### config.mk
export PLATFORM = sky130hd
export DESIGN_NAME = imem_port_arbiter
export DESIGN_NICKNAME = d
export VERILOG_FILES = /design/src/rtl/imem_arb_pkg.sv /design/src/rtl/imem_arb_rr.sv /design/src/rtl/imem_port_arbiter.sv
export SDC_FILE = /design/constraint.sdc
export NUM_CORES = 1
export LEC_CHECK = 0
export ABC_AREA = 0
export ABC_CLOCK_PERIOD_IN_PS = 5700
export CORE_UTILIZATION = 46
export DETAILED_ROUTE_END_ITERATION = 8
export PLACE_DENSITY = 0.95
export SLEW_MARGIN = 0
export SYNTH_ARGS = -nofsm -noshare
export SYNTH_HDL_FRONTEND = slang
export SYNTH_SLANG_ARGS = --single-unit
### constraint.sdc
create_clock -name clk -period 5.7 [get_ports clk]
set_clock_uncertainty 0.05 [all_clocks]
set_input_delay 1.425 -clock clk [delete_from_list [all_inputs] [get_ports clk]]
set_output_delay 1.425 -clock clk [all_outputs]
set_load 0.01 [all_outputs]
### src/rtl/imem_arb_pkg.sv
// imem_arb_pkg: state encodings and requester ids shared by the imem port arbiter and its round-robin picker.
package imem_arb_pkg;
    localparam logic [1:0] IDLE    = 2'd0;
    localparam logic [1:0] BUSY_IF = 2'd1;
    localparam logic [1:0] BUSY_LD = 2'd2;
    localparam int REQ_IF = 0;
    localparam int REQ_LD = 1;
endpackage

### src/rtl/imem_arb_rr.sv
// imem_arb_rr: two-way round-robin pick between the IF and loader requesters, with its preference flop.
module imem_arb_rr
    import imem_arb_pkg::*;
(
    input  logic       clk,
    input  logic       reset,
    input  logic [1:0] req,
    input  logic       advance,
    output logic [1:0] gnt
);
    logic ld_pref;

    always_comb begin
        gnt = '0;
        gnt[REQ_IF] = req[REQ_IF] & (~req[REQ_LD] | ~ld_pref);
        gnt[REQ_LD] = req[REQ_LD] & ~gnt[REQ_IF];
    end

    // after a grant the other requester becomes preferred
    always_ff @(posedge clk or negedge reset) begin
        if (!reset)
            ld_pref <= 1'b0;
        else if (advance)
            ld_pref <= gnt[REQ_IF];
    end
endmodule

### src/rtl/imem_port_arbiter.sv
// imem_port_arbiter: shares the single-port instruction memory between IF fetches and the loader/debug port,
// one outstanding transaction at a time, with flush kill and a ready timeout.
module imem_port_arbiter
    import imem_arb_pkg::*;
#(
    parameter int ADDR_W  = 32,
    parameter int DATA_W  = 32,
    parameter int TIMEOUT = 15
) (
    input  logic              clk,
    input  logic              reset,
    input  logic              if_req,
    input  logic [ADDR_W-1:0] if_addr,
    input  logic              if_flush,
    output logic              if_grant,
    output logic              if_rvalid,
    output logic [DATA_W-1:0] if_rdata,
    output logic              fetch_stall,
    input  logic              ld_req,
    input  logic              ld_we,
    input  logic [ADDR_W-1:0] ld_addr,
    input  logic [DATA_W-1:0] ld_wdata,
    output logic              ld_grant,
    output logic              ld_done,
    output logic [DATA_W-1:0] ld_rdata,
    output logic              mem_en,
    output logic              mem_we,
    output logic [ADDR_W-1:0] mem_addr,
    output logic [DATA_W-1:0] mem_wdata,
    input  logic [DATA_W-1:0] mem_rdata,
    input  logic              mem_ready,
    output logic              err
);
    localparam int CNT_W = $clog2(TIMEOUT + 1);

    logic [1:0]        state, req, gnt;
    logic [CNT_W-1:0]  cnt;
    logic              idle, kill, timeout, cmd_we;
    logic [ADDR_W-1:0] cmd_addr;
    logic [DATA_W-1:0] cmd_wdata;

    // requests are masked during reset so every output reads 0 while it is held
    assign idle = state == IDLE;
    assign req  = {ld_req, if_req} & {2{idle & reset}};

    imem_arb_rr u_rr (
        .clk    (clk),
        .reset  (reset),
        .req    (req),
        .advance(mem_en),
        .gnt    (gnt)
    );

    assign if_grant    = gnt[REQ_IF];
    assign ld_grant    = gnt[REQ_LD];
    assign mem_en      = |gnt;
    assign mem_we      = if_grant ? 1'b0 : ld_grant ? ld_we : cmd_we;
    assign mem_addr    = if_grant ? if_addr : ld_grant ? ld_addr : cmd_addr;
    assign mem_wdata   = if_grant ? '0 : ld_grant ? ld_wdata : cmd_wdata;
    assign fetch_stall = (if_req & reset & ~if_grant) | (state == BUSY_IF);
    assign timeout     = ~mem_ready && cnt == CNT_W'(TIMEOUT - 1);

    always_ff @(posedge clk or negedge reset) begin
        if (!reset) begin
            state     <= IDLE;
            cnt       <= '0;
            kill      <= 1'b0;
            cmd_we    <= 1'b0;
            cmd_addr  <= '0;
            cmd_wdata <= '0;
            if_rvalid <= 1'b0;
            if_rdata  <= '0;
            ld_done   <= 1'b0;
            ld_rdata  <= '0;
            err       <= 1'b0;
        end else begin
            if_rvalid <= 1'b0;
            ld_done   <= 1'b0;
            if (idle) begin
                cnt  <= '0;
                kill <= 1'b0;
                if (mem_en) begin
                    state     <= if_grant ? BUSY_IF : BUSY_LD;
                    cmd_we    <= mem_we;
                    cmd_addr  <= mem_addr;
                    cmd_wdata <= mem_wdata;
                end
            end else if (mem_ready) begin
                state <= IDLE;
                if (state == BUSY_IF) begin
                    if_rdata  <= mem_rdata;
                    if_rvalid <= ~(kill | if_flush);
                end else begin
                    ld_rdata <= mem_rdata;
                    ld_done  <= 1'b1;
                end
            end else if (timeout) begin
                state <= IDLE;
                err   <= 1'b1;
            end else begin
                cnt  <= cnt + 1'b1;
                kill <= kill | (if_flush & (state == BUSY_IF));
            end
        end
    end
endmodule

=== Word level (Yosys, flattened, before mapping) ===
Index checks and enable logic that the tools add are counted.

* Output and inout bits: 136
* Flip-flop bits (word level): 140
* Bits of input ports: 135
* Logic and storage cells: 69

* Reductions and logical operators: 10
* Add/subtract/negate cells: 1
* Bitwise operators: 18
* Equality and inequality tests: 5
* Multiplexer cells: 23

{| class="wikitable"
|+ Operator list
! kind !! number
|-
| two-way mux 32 bit || 4
|-
| two-way mux 4 bit || 3
|-
| two-way mux 1 bit || 11
|-
| two-way mux 2 bit || 5
|-
| AND reduction 3 bit || 3
|-
| NOT 1 bit || 7
|-
| AND 1 bit || 6
|-
| AND reduction 2 bit || 3
|-
| adder 4 x 1 -> 4 bit, second input constant || 1
|-
| == test 4 bit, second input constant || 1
|-
| inequality test 2 bit, second input constant || 2
|-
| bitwise OR 1 bit || 4
|-
| nonzero test 3 bit || 1
|-
| AND 2 bit || 1
|-
| == test 2 x 1 -> 1 bit, second input constant || 1
|-
| zero test 2 bit || 1
|-
| inequality test 2 x 1 -> 1 bit, second input constant || 1
|-
| OR reduction 2 bit || 1
|-
| logical AND 1 bit || 1
|}

=== Depth between registers and ports, before layout ===
Gate-level depths: netlist (run 1).

* Depth in word-level cells: 11
* Mapped depth: 7
* Mapped depth without buffers: 5

=== Cells and area by module ===
Synthesis (run 1) repeated with hierarchy kept, for this count alone.

* Cells, all modules: 611
* Area, all modules: 6716.4 sq um

{| class="wikitable"
|+ By module, submodules not included
! module !! instances !! area an instance (sq um) !! cells an instance !! sequential area each (sq um)
|-
| imem_port_arbiter || 1 || 6653.9 || 606 || 3478.3
|-
| imem_arb_rr || 1 || 62.6 || 5 || 25.0
|}

=== Worst setup path after synthesis (run 1) ===
OpenSTA, ideal clock, no wires.

* Kind: input to output
* Start point: input port reset
* End point: output port mem_addr[10]
* Slack: 1.733 ns
* Arrival time: 2.492 ns
* Required time: 4.225 ns
* Stages on the path: 6
* Buffers on the path: 3
* Cell sequence: nor3b_4 > and3_1 > buf_2 > buf_6 > buf_6 > a221o_1

* Word-level cells in the longest chain between the ends: 9

{| class="wikitable"
|+ RTL lines
! what !! line !! source
|-
| start, declared || imem_port_arbiter.sv:11 || <nowiki>input logic reset,</nowiki>
|-
| AND 1 bit (*) || imem_port_arbiter.sv:44 || <nowiki>assign req = {ld_req, if_req} & {2{idle & reset}};</nowiki>
|-
| AND 2 bit (*) || imem_port_arbiter.sv:44 ||
|-
| NOT 1 bit || imem_arb_rr.sv:15 || <nowiki>gnt[REQ_IF] = req[REQ_IF] & (~req[REQ_LD] | ~ld_pref);</nowiki>
|-
| bitwise OR 1 bit || imem_arb_rr.sv:15 ||
|-
| AND 1 bit || imem_arb_rr.sv:15 ||
|-
| NOT 1 bit || imem_arb_rr.sv:16 || <nowiki>gnt[REQ_LD] = req[REQ_LD] & ~gnt[REQ_IF];</nowiki>
|-
| AND 1 bit || imem_arb_rr.sv:16 ||
|-
| two-way mux 32 bit || imem_port_arbiter.sv:58 || <nowiki>assign mem_addr = if_grant ? if_addr : ld_grant ? ld_addr : cmd_addr;</nowiki>
|-
| two-way mux 32 bit (*) || imem_port_arbiter.sv:58 ||
|-
| end, declared || imem_port_arbiter.sv:28 || <nowiki>output logic [ADDR_W-1:0] mem_addr,</nowiki>
|}

Every way passes the cells marked *; elsewhere a longest branch is shown, timed or not.

=== Final worst setup path (run 1) ===
* Start point: input port if_req
* End point: output port mem_addr[15]

* Word-level cells in the longest chain between the ends: 6

{| class="wikitable"
|+ RTL lines
! what !! line !! source
|-
| start, declared || imem_port_arbiter.sv:12 || <nowiki>input logic if_req,</nowiki>
|-
| AND 2 bit (*) || imem_port_arbiter.sv:44 ||
|-
| AND 1 bit (*) || imem_arb_rr.sv:15 ||
|-
| NOT 1 bit || imem_arb_rr.sv:16 ||
|-
| AND 1 bit || imem_arb_rr.sv:16 ||
|-
| two-way mux 32 bit || imem_port_arbiter.sv:58 ||
|-
| two-way mux 32 bit (*) || imem_port_arbiter.sv:58 ||
|}

Marked as above.

==> metrics.txt, run 1 <==
Top FF cell, synth dfrtp_1; IR Drop Worst-Case VDD 0.3532 mV; fin cells 901; register area share after synthesis 0.5678; GPL Wtd Cong 0.8967; Finish-stage setup viols 0; Switching Share 0.3136; Final Hold Fails 0; critical path cell sequence clkdlybuf4s50_1 > nand2b_1 > and3_4 > buf_4 > a221o_1 > clkdlybuf4s50_1; Cells after DPL 869; Ys Warns 0; CORE AREA 12820 sq um; Tcrit/Tclk final 0.9203; maximum clock insertion buffer count 2; largest net degree at the start of global routing 74; min-delay src kill; CP max stage cell and3_4; average routed wire per standard cell 19.64 microns; Worst Path Required 4.22 ns; EDFF count, synth 0; NumNets Final 853; Max transition margin 0.2405; vias in the first global route 5591; leakage power 4.221 nW; Reg power frac 0.351; number of H-tree levels 4; Antenna Nets Post-Route 0; synth unique cells 34; setup bufs post-CTS 0; Critical Path Source if_req; CTS tree done; Die Y-Extent 117.8 microns; final hold slack 0.3775 ns; # clock sinks 140; internal cell power 0.003291 W; die area 13880 sq um; Worst-Skew Late Latency 0.41 ns; status complete, no violations; Max Freq 0.1906 GHz; cell repeated most along the worst path clkdlybuf4s50_1; fraction of registers with async set/reset 1.000; Remaining Overflow, GRT 0; CTS Buf Count 17; Critical Path AT 3.77 ns; max-slew violations 0; Worst Tran Pin Value 1.137 ns; count of input and output buffers 270; DR DRC count 0; Mapped Cells 450; cell area after synthesis 6170 sq um; Detail Placement HPWL 12420 microns; final core area utilization 0.7486; Worst Setup Start Kind primary input; Max-Cap Viols 0; # diodes 0; CP peak stage delay 0.66 ns; Tightest Hold Check Type register to register; global-route wire length before repair 28210 microns; number of synthesized register bits 140; Root Buffer clkbuf_16; Final Critical Period 5.246 ns; syn_area_per_cell 13.71 sq um; setup repair after global routing missed its margin no; Initial DRT Pass Iterations 5; power density cells 499.4 nW/um^2; Iter 0 DRT Violations 259; worst r2r src state[1]; Ports 271; layout cells sized above 1 0.1660; post-CTS sizing 0; std cell rows 41; Net Count, Synth 587; Clock power frac 0.209; combinational fraction of design power 0.440; Die W 117.8 microns; CP endpoint kind output port; Setup TNS 0 ns; Vias/cell 5.747; GRT Util Overall 0.2582; Routed WL 17700 microns; vias 5178; CTS clk-pin slew, worst paths 0.06 ns; Initial Utilization 0.4811; fill cell total of the finished layout 798; Sw Pwr 0.001503 W; hold_buf cts 0; worst setup path class primary input to output port; initial antenna violation count 0; Layout area overhead 55.61%; crit-path max FO 64
[cells in the mapped netlist, types with 2 or more instances]
cell,n,share of area
a221o_1,64,0.10
a21o_1,2,0.0024
a22o_1,66,0.094
mux2_2,64,0.12
nor2_1,4,0.0024
dfrtp_1,140,0.57
nor3_1,2,0.0016
buf_4,2,0.0024
nand2_1,3,0.0018
ha_1,2,0.0041
buf_2,16,0.013
a31oi_1,4,0.0041
inv_1,6,0.0037
buf_1,4,0.0024
and3_1,33,0.033
clkbuf_1,12,0.0073
buf_6,9,0.016
[per-layer routing]
metal / vias up / track usage / wire [microns]
li1: 2315 / - / -
met1: 2550 / 0.2811 / 6723
met2: 260 / 0.4404 / 8756
met3: 53 / 0.09109 / 1586
met4: 0 / 0.1362 / 633
met5: - / 0 / 0
[worst max-delay path: cells and delay by family]
kind	cells	cell delay, ns
buf+inv	3	1.36
simple gates	2	0.78
compound gates	1	0.19
[sequential cells by signal (all words and copies together), names as in the netlist]
signal,count
err,1
state,2
ld_rdata,32
if_rdata,32
cmd_we,1
u_rr.ld_pref,1
ld_done,1
cnt,4
kill,1
cmd_addr,32
if_rvalid,1
cmd_wdata,32
[path summary, 6_finish.rpt]
kind / end / slack (ns) / cells past startpoint
worst max register to register: ld_rdata[22] / 3.49 / 3
min in group asynchronous: cmd_wdata[5] / 1.19 / 2
max in group asynchronous: cnt[2] / 3.01 / 3
worst max-delay path: mem_addr[15] / 0.45 / 6
worst min register to register: if_rvalid / 0.38 / 1
worst min-delay path: if_rvalid / 0.38 / 1
[layout make-up]
cell class / instances / area, sq um / area share
well taps: 172 / 215.2 / 0.02242
flip-flops and latches: 140 / 3503 / 0.3649
clock buffers: 18 / 429.2 / 0.04470
multi-input cells: 261 / 2400 / 0.2500
clock inverters: 14 / 113.9 / 0.01186
repair buffers: 290 / 2917 / 0.3038
inverters: 6 / 22.52 / 0.002346
[cells by family (layout without fill, tap and decap cells)]
kind of cell,count (synthesis),in the layout,synth area share
AOI/OAI and AO/OA,142,142,0.2119
adders and majority gates,2,2,0.004055
DFF,140,140,0.5678
and+or+nand+nor,51,51,0.05111
muxes,65,65,0.1184
buffers and inverters,49,328,0.04522
xor gates and xnor gates,1,1,0.001420
[through the flow]
step                      worst slack, ns  instance area (sq um)  power (W)
after global placement             0.5703                   9057   0.003695
after detailed placement           0.4745                   9057   0.003787
after global routing               0.3266                   9600   0.005019
final                              0.4540                   9600   0.004794
after CTS                          0.4729                   9600   0.004820
after floorplan                     1.733                   6170   0.002602
[power groups by stage]
stage          logic (W)  registers, W  clock network [W]
6_report         0.00211       0.00168            0.00100
3_5_place_dp     0.00210       0.00168                  0
2_1_floorplan   0.000865       0.00174                  0
5_1_grt          0.00223       0.00173            0.00106
3_3_place_gp     0.00204       0.00165                  0
4_1_cts          0.00212       0.00168            0.00102
[cell usage in the layout (no fill, tap or decap), types with 2 or more instances in the layout]
| cell type | n |
|---|---|
| nor2_1 | 4 |
| buf_12 | 5 |
| a221o_1 | 64 |
| nor3_1 | 2 |
| clkinv_4 | 6 |
| ha_1 | 2 |
| buf_4 | 15 |
| a31oi_1 | 4 |
| a22o_1 | 66 |
| clkbuf_16 | 17 |
| clkinvlp_4 | 4 |
| inv_6 | 3 |
| dfrtp_1 | 140 |
| mux2_2 | 64 |
| and3_1 | 32 |
| inv_1 | 6 |
| clkdlybuf4s50_1 | 269 |
| a21o_1 | 2 |
| nand2_1 | 3 |
No activity file was read; power rests on OpenSTA's default activity.
==> run 2: changes to the inputs <==
PLACE_DENSITY = 0.87   (was 0.95)
==> metrics.txt, run 2 (synthesized netlist as in run 1, its figures left out) <==
Worst Setup Start Kind primary input; Routed WL 17520 microns; worst r2r src state[1]; DR DRC count 0; Worst Tran Pin Value 0.9216 ns; number of H-tree levels 4; crit-path max FO 50; register area 3503 sq um; CORE AREA 12820 sq um; Final Hold Fails 0; CTS Buf Count 17; hold_buf cts 0; layout cells sized above 1 0.1581; Root Buffer clkbuf_16; Ports 271; average routed wire per standard cell 19.62 microns; max-slew violations 0; Max transition margin 0.3856; Tightest Hold Check Type register to register; Max-Cap Viols 0; # clock sinks 140; cell repeated most along the worst path clkdlybuf4s50_1; initial antenna violation count 0; Die Y-Extent 117.8 microns; CP endpoint kind output port; Initial Utilization 0.4811; worst reg-to-reg setup slack 3.55 ns; Critical Path AT 3.70 ns; vias in the first global route 5458; NumNets Final 846; commonest non-fill, non-tap cell in the layout clkdlybuf4s50_1; Finish-stage setup viols 0; fin cells 893; status complete, no violations; power density cells 504.2 nW/um^2; area of the multi-input gates 2400 sq um; final instance area 9535 sq um; CTS clk-pin slew, worst paths 0.06 ns; setup repair after global routing missed its margin no; setup bufs post-CTS 0; vias 5152; Initial DRT Pass Iterations 4; leakage power 4.197 nW; CP peak stage delay 0.58 ns; fill cell total of the finished layout 824; worst setup path class primary input to output port; Tcrit/Tclk final 0.9086; Antenna Nets Post-Route 0; Worst Path Required 4.22 ns; area post-placement 8967 sq um; Iter 0 DRT Violations 293; Critical Path Source if_req; min-delay src kill; GPL Wtd Cong 0.8798; CTS tree done; critical path cell sequence clkdlybuf4s50_1 > nand2b_1 > and3_4 > buf_4 > a22o_1 > clkdlybuf4s50_1; largest net degree at the start of global routing 132; Die W 117.8 microns; Detail Placement HPWL 12220 microns; Vias/cell 5.769; Setup TNS 0 ns; std cell rows 41; Max Freq 0.1931 GHz; global-route wire length before repair 28300 microns; # diodes 0; count of input and output buffers 270; die area 13880 sq um; IR Drop Worst-Case VDD 0.3777 mV; Worst-Skew Late Latency 0.42 ns; CP max stage cell and3_4; Final Critical Period 5.179 ns; maximum clock insertion buffer count 2; final hold slack 0.4029 ns; Cells after DPL 862; GRT Util Overall 0.2626; post-CTS sizing 0; Layout area overhead 54.55%; Remaining Overflow, GRT 0; most frequent cells in the layout 269 x clkdlybuf4s50_1, 140 x dfrtp_1, 66 x a22o_1
## run 2: changes by cell type in the layout (fill, tap and decap cells not counted), sizes merged
| cell | previous run | this run |
|---|---|---|
| clkinv | 7 | 5 |
| clkinvlp | 4 | 3 |
| buf | 21 | 14 |
| bufinv | 0 | 1 |
| clkbuf | 18 | 19 |
## run 2: worst paths after layout
path | cells after the start | to
worst max register to register | 5 | cmd_addr[10]
min in group asynchronous | 2 | ld_rdata[24]
worst max-delay path | 6 | mem_wdata[2]
max in group asynchronous | 3 | ld_rdata[26]
worst min register to register | 1 | if_rvalid
worst min-delay path | 1 | if_rvalid
## run 2: per-layer routing
layer / wire (microns) / track usage
met1: 6741 / 0.3014
met2: 8694 / 0.4346
met3: 1697 / 0.1042
met4: 385 / 0.1106
met5: 0 / 0
## run 2: report_power, final
group	internal [W]	total [W]	switching, W
logic	0.00129	0.00208	0.000799
clock network	0.000624	0.00105	0.000426
registers	0.00142	0.00167	0.000250
## run 2: cell type report
class,instances,share of cell area
clock buffers,19,0.04750
clock inverters,12,0.01207
inverters,6,0.002362
multi-input cells,261,0.2517
flip-flops and latches,140,0.3674
well taps,172,0.02257
repair buffers,283,0.2964
## run 2: critical path, delay by kind of cell
family                 cells  cell delay [ns]
AO/OA/AOI/OAI              1             0.18
AND/OR/NAND/NOR            2             0.71
buffers and inverters      3             1.37
## run 2: stage by stage
stage	util	worst slack, ns	power, W
floorplan	-	1.733	0.002602
global placement	0.6992	0.6197	0.003682
detailed placement	0.6992	0.5307	0.003760
CTS	0.7435	0.5258	0.004844
global route	0.7435	0.4123	0.005058
finish	0.7435	0.5208	0.004807
==> run 3: changes to the inputs <==
CELL_PAD_IN_SITES_DETAIL_PLACEMENT = 0   (was not set)
CELL_PAD_IN_SITES_GLOBAL_PLACEMENT = 1   (was not set)
CORE_UTILIZATION = 35   (was 46)
PLACE_DENSITY = not set   (was 0.87)
PLACE_DENSITY_LB_ADDON = 0.1   (was not set)
==> metrics.txt, run 3 (synthesized netlist as in run 1, its figures left out) <==
largest net degree at the start of global routing 77; worst reg-to-reg setup slack 3.48 ns; Worst Setup Start Kind primary input; Critical Path Source ld_req; Routed WL 17500 microns; most frequent cells in the layout 269 x clkdlybuf4s50_1, 140 x dfrtp_1, 66 x a22o_1; CTS clk-pin slew, worst paths 0.06 ns; Die Y-Extent 134.8 microns; # clock sinks 140; Tcrit/Tclk final 0.9055; Final Hold Fails 0; Critical Path AT 3.69 ns; power density cells 506.9 nW/um^2; min-delay src kill; crit-path max FO 57; max-slew violations 0; setup bufs post-CTS 0; Iter 0 DRT Violations 234; worst setup path class primary input to output port; die area 18160 sq um; Detail Placement HPWL 12030 microns; vias in the first global route 5122; setup repair after global routing missed its margin no; hold_buf cts 0; std cell rows 48; worst r2r src state[1]; Vias/cell 5.310; Ports 271; total power 0.004940 W; area post-placement 9109 sq um; CORE AREA 17240 sq um; Final Critical Period 5.161 ns; Antenna Nets Post-Route 0; average routed wire per standard cell 18.38 microns; fill cell total of the finished layout 1450; Max Freq 0.1937 GHz; Hold Crit Depth 1; GRT Util Overall 0.1955; final instance area 9746 sq um; final core area utilization 0.5654; CTS tree done; CP endpoint kind output port; Worst Tran Pin Value 0.9642 ns; Worst-Skew Late Latency 0.42 ns; Die W 134.8 microns; status complete, no violations; vias 5055; Initial DRT Pass Iterations 4; Max transition margin 0.3572; # diodes 0; Finish-stage setup viols 0; Layout area overhead 57.96%; Tightest Hold Check Type register to register; count of input and output buffers 270; post-CTS sizing 0; IR Drop Worst-Case VDD 0.2946 mV; leakage power 4.261 nW; Max-Cap Viols 0; Remaining Overflow, GRT 0; initial antenna violation count 0; number of H-tree levels 4; layout cells sized above 1 0.1637; DR DRC count 0; FF-to-FF End cmd_addr[5]; commonest non-fill, non-tap cell in the layout clkdlybuf4s50_1; Worst Path Required 4.22 ns; GPL Wtd Cong 0.8407; maximum clock insertion buffer count 2; Root Buffer clkbuf_16; Initial Utilization 0.3579; r2r worst-path depth 5; NumNets Final 851; WHS Endpoint if_rvalid; CTS Buf Count 17; Setup TNS 0 ns; global-route wire length before repair 27430 microns
run 3: how the worst max path moves through the flow:
stage	end	slack, ns	cells after the start
2_1_floorplan	mem_addr[10]	1.73	6
3_5_place_dp	mem_addr[12]	0.53	5
4_1_cts	mem_addr[12]	0.53	5
6_report	mem_addr[31]	0.54	5
3_3_place_gp	mem_addr[2]	0.57	5
5_1_grt	mem_addr[2]	0.39	5
run 3: layout make-up:
cell class              instances  area, sq um  area share
clock buffers                  18        429.2     0.04404
clock inverters                14        207.7     0.02131
flip-flops and latches        140         3503      0.3595
inverters                       6        22.52    0.002311
repair buffers                288         2902      0.2977
well taps                     225        281.5     0.02889
multi-input cells             261         2400      0.2462
run 3: through the flow:
stage	hold WS, ns	cells	setup WS (ns)
2_1_floorplan	0.3587	450	1.733
3_3_place_gp	0.3743	920	0.5724
3_5_place_dp	0.3942	920	0.5331
4_1_cts	0.4027	952	0.5348
5_1_grt	0.4263	952	0.3884
6_report	0.3933	952	0.5385
run 3: power breakdown:
| part | total, W | internal, W | switching (W) |
|---|---|---|---|
| clock | 0.00119 | 0.000743 | 0.000452 |
| sequential | 0.00166 | 0.00142 | 0.000235 |
| combinational | 0.00209 | 0.00130 | 0.000786 |
run 3: layer usage:
metal  vias to the layer above  routed length, microns  GRT usage  part of all wire
met4                         0                     199    0.05243             0.011
li1                       2312                       -          -                 -
met2                       202                    8511     0.3256              0.49
met3                        17                    1554    0.07995             0.089
met1                      2524                    7232     0.2329              0.41
met5                         -                       0          0                 0
run 3: critical path, stage by stage:
cell and delay (ns):
clkdlybuf4s50_1 0.59, and3_4 0.64, buf_4 0.32, a221o_1 0.18
clkdlybuf4s50_1 0.53
